File: config.mk
export PLATFORM = sky130hd
export DESIGN_NAME = bru_reg_read_stage_flat
export DESIGN_NICKNAME = d
export VERILOG_FILES = /design/src/rtl/bru_reg_read_stage_if.sv /design/src/rtl/bru_reg_read_stage.sv /design/src/flat_wrapper.sv
export SDC_FILE = /design/constraint.sdc
export NUM_CORES = 1
export LEC_CHECK = 0
export BUFFER_PORTS_ARGS = -buffer_cell sky130_fd_sc_hd__buf_2
export CORE_AREA = 2 2 191 193
export DETAILED_ROUTE_END_ITERATION = 7
export DIE_AREA = 0 0 193 195
export PLACE_DENSITY = 0.78
export SLEW_MARGIN = 0
export SYNTH_ARGS = -nofsm -noshare
export SYNTH_HDL_FRONTEND = slang
export SYNTH_SLANG_ARGS = --single-unit
File: constraint.sdc
create_clock -name CLK -period 8.55 [get_ports CLK]
set_clock_uncertainty 0.2 [all_clocks]
set_input_delay 0 -clock CLK [delete_from_list [all_inputs] [get_ports CLK]]
set_output_delay 0 -clock CLK [all_outputs]
set_load 0.005 [all_outputs]
File: src/rtl/bru_reg_read_stage_if.sv
`default_nettype none
// ============================================================================
// Module   : bru_reg_read_stage_if
// Purpose  : Bundles the BRU register-read stage signals: IQ issue,
//            WB forward bus, PRF read responses and the execute handoff.
//            slave  = the register-read stage's view
//            master = the environment's view (IQ / PRF / WB / execute)
// Signals  : issue_*        IQ -> stage, one op per cycle
//            pipeline_ready stage -> IQ, stage can accept issue this cycle
//            forward_data_by_bank  WB forward data, valid for one cycle
//            PRF_resp_A/B_* PRF read data for a pending operand
//            exec_*         stage -> execute, valid/ready output register
// Revision : 1.0  initial release
// ============================================================================
interface bru_reg_read_stage_if #(
  parameter int PRF_BANK_COUNT     = 4,
  parameter int LOG_PRF_BANK_COUNT = 2,
  parameter int LOG_PR_COUNT       = 7,
  parameter int LOG_ROB_ENTRIES    = 6
);
  logic                          issue_valid;
  logic [3:0]                    issue_op;
  logic [31:0]                   issue_PC;
  logic [31:0]                   issue_speculated_next_PC;
  logic [31:0]                   issue_imm;
  logic                          issue_A_unneeded;
  logic                          issue_A_forward;
  logic [LOG_PRF_BANK_COUNT-1:0] issue_A_bank;
  logic                          issue_B_unneeded;
  logic                          issue_B_forward;
  logic [LOG_PRF_BANK_COUNT-1:0] issue_B_bank;
  logic [LOG_PR_COUNT-1:0]       issue_dest_PR;
  logic [LOG_ROB_ENTRIES-1:0]    issue_ROB_index;
  logic                          pipeline_ready;

  logic [PRF_BANK_COUNT-1:0][31:0] forward_data_by_bank;

  logic                          PRF_resp_A_valid;
  logic [31:0]                   PRF_resp_A_data;
  logic                          PRF_resp_B_valid;
  logic [31:0]                   PRF_resp_B_data;

  logic                          exec_valid;
  logic                          exec_ready;
  logic [3:0]                    exec_op;
  logic [31:0]                   exec_PC;
  logic [31:0]                   exec_speculated_next_PC;
  logic [31:0]                   exec_imm;
  logic [31:0]                   exec_A_data;
  logic [31:0]                   exec_B_data;
  logic [LOG_PR_COUNT-1:0]       exec_dest_PR;
  logic [LOG_ROB_ENTRIES-1:0]    exec_ROB_index;

  modport slave (
    input  issue_valid, issue_op, issue_PC, issue_speculated_next_PC, issue_imm,
    input  issue_A_unneeded, issue_A_forward, issue_A_bank,
    input  issue_B_unneeded, issue_B_forward, issue_B_bank,
    input  issue_dest_PR, issue_ROB_index,
    output pipeline_ready,
    input  forward_data_by_bank,
    input  PRF_resp_A_valid, PRF_resp_A_data, PRF_resp_B_valid, PRF_resp_B_data,
    output exec_valid,
    input  exec_ready,
    output exec_op, exec_PC, exec_speculated_next_PC, exec_imm,
    output exec_A_data, exec_B_data, exec_dest_PR, exec_ROB_index
  );

  modport master (
    output issue_valid, issue_op, issue_PC, issue_speculated_next_PC, issue_imm,
    output issue_A_unneeded, issue_A_forward, issue_A_bank,
    output issue_B_unneeded, issue_B_forward, issue_B_bank,
    output issue_dest_PR, issue_ROB_index,
    input  pipeline_ready,
    output forward_data_by_bank,
    output PRF_resp_A_valid, PRF_resp_A_data, PRF_resp_B_valid, PRF_resp_B_data,
    input  exec_valid,
    output exec_ready,
    input  exec_op, exec_PC, exec_speculated_next_PC, exec_imm,
    input  exec_A_data, exec_B_data, exec_dest_PR, exec_ROB_index
  );
endinterface
`default_nettype wire

File: src/rtl/bru_reg_read_stage.sv
`default_nettype none
// ============================================================================
// Module   : bru_reg_read_stage
// Purpose  : First stage of the BRU pipeline. Accepts one issued op into a
//            single register-read slot, collects operands A/B (forward bus,
//            PRF response, or zero), and hands the op to execute through a
//            valid/ready output register.
// Ports    : CLK, RST   clock, synchronous active-high reset
//            rr         bru_reg_read_stage_if.slave (issue, forward, PRF, exec)
//            perf_operand_stall_count, perf_exec_stall_count
//                       (only when BRU_RR_PERF_COUNT_EN is defined)
// Options  : BRU_RR_PERF_COUNT_EN adds two free-running stall counters.
// Revision : 1.0  initial release
// ============================================================================
module bru_reg_read_stage #(
  parameter int PRF_BANK_COUNT     = 4,
  parameter int LOG_PRF_BANK_COUNT = 2,
  parameter int LOG_PR_COUNT       = 7,
  parameter int LOG_ROB_ENTRIES    = 6
) (
  input  logic CLK,
  input  logic RST,
  bru_reg_read_stage_if.slave rr
`ifdef BRU_RR_PERF_COUNT_EN
  ,
  output logic [31:0] perf_operand_stall_count,
  output logic [31:0] perf_exec_stall_count
`endif
);

  typedef enum logic [0:0] {SLOT_EMPTY = 1'b0, SLOT_COLLECT = 1'b1} slot_state_e;
  // DONE: value held in the slot; FWD: take the forward bus this cycle only;
  // PEND: wait for the PRF response.
  typedef enum logic [1:0] {OPND_DONE = 2'd0, OPND_FWD = 2'd1, OPND_PEND = 2'd2} opnd_state_e;

  slot_state_e                   state_q, state_d;
  opnd_state_e                   a_state_q, a_state_d, b_state_q, b_state_d;
  logic [31:0]                   a_data_q, a_data_d, b_data_q, b_data_d;
  logic [LOG_PRF_BANK_COUNT-1:0] a_bank_q, a_bank_d, b_bank_q, b_bank_d;
  logic [3:0]                    op_q, op_d;
  logic [31:0]                   pc_q, pc_d, npc_q, npc_d, imm_q, imm_d;
  logic [LOG_PR_COUNT-1:0]       dest_q, dest_d;
  logic [LOG_ROB_ENTRIES-1:0]    rob_q, rob_d;

  logic                          exec_valid_q;
  logic [3:0]                    exec_op_q;
  logic [31:0]                   exec_pc_q, exec_npc_q, exec_imm_q, exec_a_q, exec_b_q;
  logic [LOG_PR_COUNT-1:0]       exec_dest_q;
  logic [LOG_ROB_ENTRIES-1:0]    exec_rob_q;

  logic [PRF_BANK_COUNT-1:0][31:0] fwd_bus;
  logic        collecting, a_done, b_done, transfer, ready, load;
  logic [31:0] a_value, b_value;

  function automatic opnd_state_e load_state(input logic unneeded, input logic forward);
    if (unneeded) return OPND_DONE;
    if (forward)  return OPND_FWD;
    return OPND_PEND;
  endfunction

  assign fwd_bus    = rr.forward_data_by_bank;
  assign collecting = (state_q == SLOT_COLLECT);

  // Resolve each operand's value for this cycle; fresh forward/PRF data
  // bypasses straight into the output register on a transfer.
  always_comb begin
    a_value = a_data_q;
    a_done  = 1'b0;
    case (a_state_q)
      OPND_DONE: a_done = 1'b1;
      OPND_FWD:  begin a_done = 1'b1; a_value = fwd_bus[a_bank_q]; end
      OPND_PEND: begin a_done = rr.PRF_resp_A_valid; a_value = rr.PRF_resp_A_data; end
      default:   a_done = 1'b0;
    endcase
    a_done = a_done & collecting;

    b_value = b_data_q;
    b_done  = 1'b0;
    case (b_state_q)
      OPND_DONE: b_done = 1'b1;
      OPND_FWD:  begin b_done = 1'b1; b_value = fwd_bus[b_bank_q]; end
      OPND_PEND: begin b_done = rr.PRF_resp_B_valid; b_value = rr.PRF_resp_B_data; end
      default:   b_done = 1'b0;
    endcase
    b_done = b_done & collecting;
  end

  assign transfer = a_done & b_done & (~exec_valid_q | rr.exec_ready);
  assign ready    = (state_q == SLOT_EMPTY) | transfer;
  assign load     = rr.issue_valid & ready;

  always_comb begin
    state_d   = state_q;
    a_state_d = a_state_q;
    b_state_d = b_state_q;
    a_data_d  = a_data_q;
    b_data_d  = b_data_q;
    a_bank_d  = a_bank_q;
    b_bank_d  = b_bank_q;
    op_d      = op_q;
    pc_d      = pc_q;
    npc_d     = npc_q;
    imm_d     = imm_q;
    dest_d    = dest_q;
    rob_d     = rob_q;
    if (load) begin
      state_d   = SLOT_COLLECT;
      a_state_d = load_state(rr.issue_A_unneeded, rr.issue_A_forward);
      b_state_d = load_state(rr.issue_B_unneeded, rr.issue_B_forward);
      a_data_d  = '0;
      b_data_d  = '0;
      a_bank_d  = rr.issue_A_bank;
      b_bank_d  = rr.issue_B_bank;
      op_d      = rr.issue_op;
      pc_d      = rr.issue_PC;
      npc_d     = rr.issue_speculated_next_PC;
      imm_d     = rr.issue_imm;
      dest_d    = rr.issue_dest_PR;
      rob_d     = rr.issue_ROB_index;
    end else if (transfer) begin
      state_d = SLOT_EMPTY;
    end else if (collecting) begin
      // Forward data exists only in the first collect cycle, so any operand
      // that just completed is captured now.
      if (a_done && a_state_q != OPND_DONE) begin
        a_state_d = OPND_DONE;
        a_data_d  = a_value;
      end
      if (b_done && b_state_q != OPND_DONE) begin
        b_state_d = OPND_DONE;
        b_data_d  = b_value;
      end
    end
  end

  always_ff @(posedge CLK) begin
    if (RST) begin
      state_q   <= SLOT_EMPTY;
      a_state_q <= OPND_DONE;
      b_state_q <= OPND_DONE;
    end else begin
      state_q   <= state_d;
      a_state_q <= a_state_d;
      b_state_q <= b_state_d;
    end
  end

  // Payload is only consumed after a load, so it needs no reset.
  always_ff @(posedge CLK) begin
    a_data_q <= a_data_d;
    b_data_q <= b_data_d;
    a_bank_q <= a_bank_d;
    b_bank_q <= b_bank_d;
    op_q     <= op_d;
    pc_q     <= pc_d;
    npc_q    <= npc_d;
    imm_q    <= imm_d;
    dest_q   <= dest_d;
    rob_q    <= rob_d;
  end

  always_ff @(posedge CLK) begin
    if (RST) begin
      exec_valid_q <= 1'b0;
      exec_op_q    <= '0;
      exec_pc_q    <= '0;
      exec_npc_q   <= '0;
      exec_imm_q   <= '0;
      exec_a_q     <= '0;
      exec_b_q     <= '0;
      exec_dest_q  <= '0;
      exec_rob_q   <= '0;
    end else if (transfer) begin
      exec_valid_q <= 1'b1;
      exec_op_q    <= op_q;
      exec_pc_q    <= pc_q;
      exec_npc_q   <= npc_q;
      exec_imm_q   <= imm_q;
      exec_a_q     <= a_value;
      exec_b_q     <= b_value;
      exec_dest_q  <= dest_q;
      exec_rob_q   <= rob_q;
    end else if (rr.exec_ready) begin
      exec_valid_q <= 1'b0;
    end
  end

  assign rr.pipeline_ready          = ready;
  assign rr.exec_valid              = exec_valid_q;
  assign rr.exec_op                 = exec_op_q;
  assign rr.exec_PC                 = exec_pc_q;
  assign rr.exec_speculated_next_PC = exec_npc_q;
  assign rr.exec_imm                = exec_imm_q;
  assign rr.exec_A_data             = exec_a_q;
  assign rr.exec_B_data             = exec_b_q;
  assign rr.exec_dest_PR            = exec_dest_q;
  assign rr.exec_ROB_index          = exec_rob_q;

`ifdef BRU_RR_PERF_COUNT_EN
  logic [31:0] perf_opnd_q, perf_exec_q;

  always_ff @(posedge CLK) begin
    if (RST) begin
      perf_opnd_q <= '0;
      perf_exec_q <= '0;
    end else begin
      if (collecting && !(a_done && b_done)) perf_opnd_q <= perf_opnd_q + 32'd1;
      if (exec_valid_q && !rr.exec_ready)    perf_exec_q <= perf_exec_q + 32'd1;
    end
  end

  assign perf_operand_stall_count = perf_opnd_q;
  assign perf_exec_stall_count    = perf_exec_q;
`endif

endmodule
`default_nettype wire

File: src/flat_wrapper.sv
// flat-port wrapper written by rule: the top's interface ports become plain ports
module bru_reg_read_stage_flat 
#(
  parameter int PRF_BANK_COUNT     = 4,
  parameter int LOG_PRF_BANK_COUNT = 2,
  parameter int LOG_PR_COUNT       = 7,
  parameter int LOG_ROB_ENTRIES    = 6
)
  (CLK, RST, rr_issue_valid, rr_issue_op, rr_issue_PC, rr_issue_speculated_next_PC, rr_issue_imm, rr_issue_A_unneeded, rr_issue_A_forward, rr_issue_A_bank, rr_issue_B_unneeded, rr_issue_B_forward, rr_issue_B_bank, rr_issue_dest_PR, rr_issue_ROB_index, rr_pipeline_ready, rr_forward_data_by_bank, rr_PRF_resp_A_valid, rr_PRF_resp_A_data, rr_PRF_resp_B_valid, rr_PRF_resp_B_data, rr_exec_valid, rr_exec_ready, rr_exec_op, rr_exec_PC, rr_exec_speculated_next_PC, rr_exec_imm, rr_exec_A_data, rr_exec_B_data, rr_exec_dest_PR, rr_exec_ROB_index);
  bru_reg_read_stage_if #(.PRF_BANK_COUNT(PRF_BANK_COUNT), .LOG_PRF_BANK_COUNT(LOG_PRF_BANK_COUNT), .LOG_PR_COUNT(LOG_PR_COUNT), .LOG_ROB_ENTRIES(LOG_ROB_ENTRIES)) rr_i ();
  input  logic CLK;
  input  logic RST;
  input wire logic [$bits(rr_i.issue_valid)-1:0] rr_issue_valid;
  input wire logic [$bits(rr_i.issue_op)-1:0] rr_issue_op;
  input wire logic [$bits(rr_i.issue_PC)-1:0] rr_issue_PC;
  input wire logic [$bits(rr_i.issue_speculated_next_PC)-1:0] rr_issue_speculated_next_PC;
  input wire logic [$bits(rr_i.issue_imm)-1:0] rr_issue_imm;
  input wire logic [$bits(rr_i.issue_A_unneeded)-1:0] rr_issue_A_unneeded;
  input wire logic [$bits(rr_i.issue_A_forward)-1:0] rr_issue_A_forward;
  input wire logic [$bits(rr_i.issue_A_bank)-1:0] rr_issue_A_bank;
  input wire logic [$bits(rr_i.issue_B_unneeded)-1:0] rr_issue_B_unneeded;
  input wire logic [$bits(rr_i.issue_B_forward)-1:0] rr_issue_B_forward;
  input wire logic [$bits(rr_i.issue_B_bank)-1:0] rr_issue_B_bank;
  input wire logic [$bits(rr_i.issue_dest_PR)-1:0] rr_issue_dest_PR;
  input wire logic [$bits(rr_i.issue_ROB_index)-1:0] rr_issue_ROB_index;
  output wire logic [$bits(rr_i.pipeline_ready)-1:0] rr_pipeline_ready;
  input wire logic [$bits(rr_i.forward_data_by_bank)-1:0] rr_forward_data_by_bank;
  input wire logic [$bits(rr_i.PRF_resp_A_valid)-1:0] rr_PRF_resp_A_valid;
  input wire logic [$bits(rr_i.PRF_resp_A_data)-1:0] rr_PRF_resp_A_data;
  input wire logic [$bits(rr_i.PRF_resp_B_valid)-1:0] rr_PRF_resp_B_valid;
  input wire logic [$bits(rr_i.PRF_resp_B_data)-1:0] rr_PRF_resp_B_data;
  output wire logic [$bits(rr_i.exec_valid)-1:0] rr_exec_valid;
  input wire logic [$bits(rr_i.exec_ready)-1:0] rr_exec_ready;
  output wire logic [$bits(rr_i.exec_op)-1:0] rr_exec_op;
  output wire logic [$bits(rr_i.exec_PC)-1:0] rr_exec_PC;
  output wire logic [$bits(rr_i.exec_speculated_next_PC)-1:0] rr_exec_speculated_next_PC;
  output wire logic [$bits(rr_i.exec_imm)-1:0] rr_exec_imm;
  output wire logic [$bits(rr_i.exec_A_data)-1:0] rr_exec_A_data;
  output wire logic [$bits(rr_i.exec_B_data)-1:0] rr_exec_B_data;
  output wire logic [$bits(rr_i.exec_dest_PR)-1:0] rr_exec_dest_PR;
  output wire logic [$bits(rr_i.exec_ROB_index)-1:0] rr_exec_ROB_index;
  assign rr_i.issue_valid = rr_issue_valid;
  assign rr_i.issue_op = rr_issue_op;
  assign rr_i.issue_PC = rr_issue_PC;
  assign rr_i.issue_speculated_next_PC = rr_issue_speculated_next_PC;
  assign rr_i.issue_imm = rr_issue_imm;
  assign rr_i.issue_A_unneeded = rr_issue_A_unneeded;
  assign rr_i.issue_A_forward = rr_issue_A_forward;
  assign rr_i.issue_A_bank = rr_issue_A_bank;
  assign rr_i.issue_B_unneeded = rr_issue_B_unneeded;
  assign rr_i.issue_B_forward = rr_issue_B_forward;
  assign rr_i.issue_B_bank = rr_issue_B_bank;
  assign rr_i.issue_dest_PR = rr_issue_dest_PR;
  assign rr_i.issue_ROB_index = rr_issue_ROB_index;
  assign rr_pipeline_ready = rr_i.pipeline_ready;
  assign rr_i.forward_data_by_bank = rr_forward_data_by_bank;
  assign rr_i.PRF_resp_A_valid = rr_PRF_resp_A_valid;
  assign rr_i.PRF_resp_A_data = rr_PRF_resp_A_data;
  assign rr_i.PRF_resp_B_valid = rr_PRF_resp_B_valid;
  assign rr_i.PRF_resp_B_data = rr_PRF_resp_B_data;
  assign rr_exec_valid = rr_i.exec_valid;
  assign rr_i.exec_ready = rr_exec_ready;
  assign rr_exec_op = rr_i.exec_op;
  assign rr_exec_PC = rr_i.exec_PC;
  assign rr_exec_speculated_next_PC = rr_i.exec_speculated_next_PC;
  assign rr_exec_imm = rr_i.exec_imm;
  assign rr_exec_A_data = rr_i.exec_A_data;
  assign rr_exec_B_data = rr_i.exec_B_data;
  assign rr_exec_dest_PR = rr_i.exec_dest_PR;
  assign rr_exec_ROB_index = rr_i.exec_ROB_index;
  bru_reg_read_stage #(.PRF_BANK_COUNT(PRF_BANK_COUNT), .LOG_PRF_BANK_COUNT(LOG_PRF_BANK_COUNT), .LOG_PR_COUNT(LOG_PR_COUNT), .LOG_ROB_ENTRIES(LOG_ROB_ENTRIES)) u_core (.CLK(CLK), .RST(RST), .rr(rr_i));
endmodule
# --- Word-level counts from Yosys, hierarchy flattened ---
# Cells that the tools add are included.
classes:
  magnitude_cmp: 2
  n_eq_ne: 5
  mux: 38
  bitwise_logic: 10
  n_reduce_logical: 17
ops:
  columns: ["operator", "count"]
  rows:
  - ["32-bit binary-select mux with 2-bit select", 2]
  - ["32-bit case mux with 2 select lines", 2]
  - ["32-bit 2-to-1 mux", 2]
  - ["2-bit 2-to-1 mux", 16]
  - ["1-bit 2-to-1 mux", 14]
  - ["2-bit nonzero test", 7]
  - ["3-bit AND reduction", 4]
  - ["2-bit by 3-bit less-than comparator with 1-bit output (second input constant)", 2]
  - ["1-bit AND", 5]
  - ["2-bit by 1-bit == test with 1-bit output (second input constant)", 2]
  - ["2-bit == test (second input constant)", 2]
  - ["2-bit zero test", 2]
  - ["1-bit case mux with 2 select lines", 2]
  - ["2-bit OR reduction", 2]
  - ["1-bit inverter", 3]
  - ["1-bit logical AND", 2]
  - ["2-bit != test (second input constant)", 1]
  - ["1-bit bitwise OR", 2]
totals:
  regBits: 364
  in_bits: 319
  out_inout_bits: 179

# --- Depth between registers and ports, before layout ---
depth:
  depth_word: 14
  mapped_depth: 10

# --- Least setup slack after synthesis ---
# OpenSTA, ideal clock, no wires.
synth_path:
  path_kind: "reg-to-reg"
  from: "reg u_core.a_state_q[0]"
  to: "reg u_core.a_bank_q[0] (enable)"
  t_arrival_ns: 4.670
  t_required_ns: 7.823
  path_slack_ns: 3.153
  stages_incl_launch_ff: 8
  synth_period_minus_slack_ns: 5.397
  path_cell_list: "dfxtp_1 > inv_1 > ha_1 > buf_2 > a211oi_4 > or3_1 > o22ai_4 > clkbuf_1"
synth_between:
  elab_chain_len: 8
  elab_cells_between_ends: 10
  cone_classes: "eq/ne: 2; mux: 1; bitwise: 5; reduce/logical: 2"
synth_rtl:
  columns: ["item", "line_no", "rtl"]
  rows:
  - ["from (decl)", "bru_reg_read_stage.sv:37", "opnd_state_e a_state_q, a_state_d, b_state_q, b_state_d;"]
  - ["from (signal assigned)", "bru_reg_read_stage.sv:143", "a_state_q <= a_state_d;"]
  - ["2-bit by 1-bit == test with 1-bit output / 2-bit zero test (equally long branches)", "bru_reg_read_stage.sv:69", "case (a_state_q)"]
  - ["2-bit OR reduction (no source line)", null, null]
  - ["1-bit case mux with 2 select lines (*)", "bru_reg_read_stage.sv:69", null]
  - ["1-bit AND (*)", "bru_reg_read_stage.sv:75", "a_done = a_done & collecting;"]
  - ["1-bit AND (*) (2 in series)", "bru_reg_read_stage.sv:88", "assign transfer = a_done & b_done & (~exec_valid_q | rr.exec_ready);"]
  - ["1-bit bitwise OR (*)", "bru_reg_read_stage.sv:89", "assign ready = (state_q == SLOT_EMPTY) | transfer;"]
  - ["1-bit AND (*)", "bru_reg_read_stage.sv:90", "assign load = rr.issue_valid & ready;"]
  - ["net u_core.load", "bru_reg_read_stage.sv:52", "logic collecting, a_done, b_done, transfer, ready, load;"]
  - ["to (signal assigned)", "bru_reg_read_stage.sv:152", "a_bank_q <= a_bank_d;"]
  - ["to (decl)", "bru_reg_read_stage.sv:39", "logic [LOG_PRF_BANK_COUNT-1:0] a_bank_q, a_bank_d, b_bank_q, b_bank_d;"]
# The timed path passes the listed nets; every way through them passes the cells marked *.
# A chain may end at the register's enable or synchronous reset.

# --- Final worst setup path ---
layout_path:
  from: "reg u_core.b_state_q[0]"
  to: "reg u_core.state_q, in the netlist u_core.collecting"
layout_between:
  elab_chain_len: 9
  elab_cells_between_ends: 12
  cone_classes: "eq/ne: 2; mux: 2; bitwise: 5; reduce/logical: 3"
layout_rtl:
  columns: ["item", "line_no", "rtl"]
  rows:
  - ["from (decl)", "bru_reg_read_stage.sv:37", null]
  - ["from (signal assigned)", "bru_reg_read_stage.sv:144", "b_state_q <= b_state_d;"]
  - ["2-bit by 1-bit == test with 1-bit output / 2-bit zero test (equally long branches)", "bru_reg_read_stage.sv:79", "case (b_state_q)"]
  - ["2-bit OR reduction (no source line)", null, null]
  - ["1-bit case mux with 2 select lines (*)", "bru_reg_read_stage.sv:79", null]
  - ["1-bit AND (*)", "bru_reg_read_stage.sv:85", "b_done = b_done & collecting;"]
  - ["1-bit AND (*) (2 in series)", "bru_reg_read_stage.sv:88", null]
  - ["1-bit bitwise OR", "bru_reg_read_stage.sv:89", null]
  - ["1-bit AND", "bru_reg_read_stage.sv:90", null]
  - ["1-bit 2-to-1 mux / 2-bit nonzero test (equally long branches)", null, null]
  - ["to (signal assigned)", "bru_reg_read_stage.sv:142", "state_q <= state_d;"]
  - ["to (decl)", "bru_reg_read_stage.sv:36", "slot_state_e state_q, state_d;"]
# Mark *: on every way between the ends. The rest lies on a longest branch, timed or not.

==> flow_summary.toml <==
[logic_synthesis]
synth_edf_count = 117
ys.flop_type = "dfxtp_1"
synth_top_cell_area_share_pct = 29.7
synthesis.instances = 1575
synth-seq-area-share_pct = 50.8
synth_largest_area_cell = "dfxtp_1"
synth.yosys.warnings = 0
synth-seq-cells = 364
ys_async_rst_share_pct = 0
library_cell_with_the_highest_instance_count_after_synthesis = "dfxtp_1"
syn_avg_cell_area_um2 = 10.6
netlist_area_mm2 = 0.0167
leading_cell_types_by_total_area_after_synthesis = "dfxtp_1, edfxtp_1, a21oi_1, o21ai_0, mux4_2"
postSynthNetCount = 1902
yosys.cell_types.count = 47
synth_top_cells_by_count = "dfxtp_1, a21oi_1, o21ai_0"

[pwr]
p_seq_share_pct = 41.2
intPower_mw = 3.41
leakagePower_nw = 9.70
totalPowerFinal_mw = 4.79
share_comb_of_total_power_pct = 20.4
cellPowerDensity_mw_per_mm2 = 195
netSwitchingFraction_pct = 28.8
share_of_power_burned_in_the_clock_network_pct = 38.3
vdd_drop_max_mv = 0.152
p_sw_mw = 1.38

[cells_and_area]
multi_input_area_mm2 = 0.00733
sequential_area_mm2 = 0.00846
finish.net_count = 2693
post_route_cells_drive_above_1_share_pct = 30.3
layout-area-overhead-vs-synth_pct = 47.3
instances_no_fill = 2864
layout.filler_cells = 2402

[grt]
global_route_wire_length_before_repair_mm = 103
maximum_number_of_pins_on_one_net_before_global_route_repair = 135
groute.usage.overall_pct = 35.5
antenna_found_initial = 6
number_of_global_route_vias_before_repair = 17862
overflow = 0

[setup_path]
timing.critical_path.fanout_max = 115
worst_path_cell_chain = "inv_1 -> ha_2 -> a211o_2 -> nand3_4 -> buf_4 -> buf_4 -> o31ai_1 -> a21oi_1 -> dlygate4sd3_1"
crit_path_top_delay_cell = "buf_4"
crit_top_cell = "buf_4"
max_stage_delay_ns = 0.96
critPathBufInv = 4
endpoint_kind = "flop"
critPathArrivalTime_ns = 5.15
critPathRequiredTime_ns = 8.82
crit_family = "buffers and inverters"
start_kind = "flop"
timing.setup.critical_path_class = "flop to flop"

[place]
place_congestion = 0.852
port-buffer-count = 497
dpl.cell_count = 2378
hpwlAfterDp_mm = 35.7

[routing]
post-route-drc-count = 0
detail-route-antenna-nets = 0
routed_wirelength_mm = 68.0
route.detailed.wl_per_inst_um = 23.7
num_vias = 17339
initialDrtViolationCount = 1469
drt_pass1_iterations = 6
detail_route.vias_per_cell = 6.05

[clock_network]
clk_latency_ns = 0.53
tritoncts = "yes"
cts_buffer_depth = 3
cts_sinks = 364
number_of_buffers_added_for_setup_after_cts = 0
cts_buffers = 39
cts_root_buffer = "clkbuf_16"
cts.clk_slew.worst_paths_ns = 0.06
post_cts.resized_instances = 0
htree_num_levels = 2

[run_status]
run_status = "complete, no violations"

[sta]
slew_violations = 0
timing.slew.headroom_pct = 11.6
max_slew.worst_pin.slew_ns = 1.33
layout_worst_path_cycle_share_pct = 57.1
timing.fmax_ghz = 0.205
unrepaired_setup_endpoints_after_global_routing = "no"
final-hold-violation-count = 0
final.setup.tns_ns = 0
post-route-min-period_ns = 4.88
report.final.setup_viol = 0

[run]
maxCapViolCount = 0

[floorplan]
initial_utilization_pct = 47.0
floorplan.die_area_mm2 = 0.0376
floorplan.die.height_um = 195
floorplan.core_area_mm2 = 0.0354
io_pins = 498
rows = 69
die_w_um = 193

[worst_hold_path]
min_path_type = "primary input to flop"
-- layer usage --
| layer | share of wire, % | GRT usage, % |
|---|---|---|
| met1 | 34 | 39.2 |
| met2 | 46 | 57.3 |
| met3 | 11 | 10.4 |
| met4 | 9.2 | 27.1 |
| met5 | 0 | 0 |
-- registers in the layout, summed over array words and instances (netlist names), 32 cells and up --
signal	cells
u_core.rr.exec_PC	32
u_core.rr.exec_imm	32
u_core.rr.exec_B_data	32
u_core.b_data_q	32
u_core.npc_q	32
u_core.rr.exec_speculated_next_PC	32
u_core.pc_q	32
u_core.a_data_q	32
u_core.rr.exec_A_data	32
u_core.imm_q	32
-- cell usage in the layout, fill, tap and decap left out, types with 32 or more instances in the layout --
| cell type | Yosys | layout |
|---|---|---|
| a31oi_1 | 32 | 32 |
| a211oi_2 | 42 | 42 |
| o21ai_0 | 174 | 174 |
| a2111o_1 | 32 | 32 |
| edfxtp_1 | 117 | 117 |
| mux4_2 | 32 | 32 |
| nor2_1 | 131 | 130 |
| dlygate4sd3_1 | 0 | 408 |
| nand3_1 | 114 | 114 |
| buf_2 | 66 | 496 |
| nand2_1 | 36 | 33 |
| clkbuf_16 | 0 | 42 |
| dfxtp_1 | 247 | 247 |
| o211ai_1 | 32 | 32 |
| nor2b_1 | 33 | 33 |
| a21oi_1 | 179 | 179 |
| mux2i_1 | 66 | 66 |
-- path summary, 6_finish.rpt --
kind,start,to,slack [ns],depth (start not counted)
setup reg to reg,u_core.b_state_q[0],u_core.collecting,3.67,9
hold reg to reg,u_core.rr.exec_PC[0],u_core.rr.exec_PC[0],0.27,2
setup / recovery,u_core.b_state_q[0],u_core.collecting,3.67,9
hold / removal,rr_forward_data_by_bank[31],u_core.a_data_q[31],0.001,4
-- layout make-up --
cell class                 count  share of cell area (%)
sequential                   364                    34.5
multi-input combinational   1029                    29.9
timing repair buffer         926                    27.5
clock buffer                  52                    4.60
tap                          461                    2.35
clock inverter                19                    1.04
inverter                       6                  0.0918
antenna                        7                  0.0714
-- logic make-up (layout without fill, tap and decap cells) --
group           after synthesis  after routing  synth area share, %
compound gates              590            590                 25.4
fa+ha+maj                     8              8                0.601
buf+inv                     182           1003                 5.57
flops                       364            364                 50.8
mux                         100            100                 8.43
other cells                   0              7                    0
simple gates                331            331                 9.22
-- worst min-delay path, stage by stage --
cell and delay (ns):
buf_2 0.09, mux4_2 0.27, a22oi_1 0.11, a211oi_2 0.22
-- power groups by stage --
stage / clock, mW / sequential [mW] / combinational (mW)
after floorplan: 0 / 2.00 / 0.472
after global placement: 0 / 1.99 / 0.726
after detailed placement: 0 / 2.00 / 0.744
after CTS: 1.83 / 1.96 / 0.926
after global routing: 1.92 / 1.98 / 1.03
final: 1.84 / 1.98 / 0.979
-- what timing repair did --
item	CTS	global route
hold buffers	408	0
endpoints found under the hold margin	251	0
setup endpoints to repair	0	0
-- stage by stage --
stage	setup slack [ns]	utilization (%)	hold WS (ns)	instance area, µm²
6_report	3.67	69.3	0.000991	24500
5_1_grt	3.52	69.3	0.0145	24500
4_1_cts	3.53	69.2	0.00249	24500
3_5_place_dp	3.93	53.8	-0.0219	19000
3_3_place_gp	4.02	53.8	-0.0233	19000
2_1_floorplan	3.15	-	-0.101	16700
No activity file was read; power rests on OpenSTA's default activity.
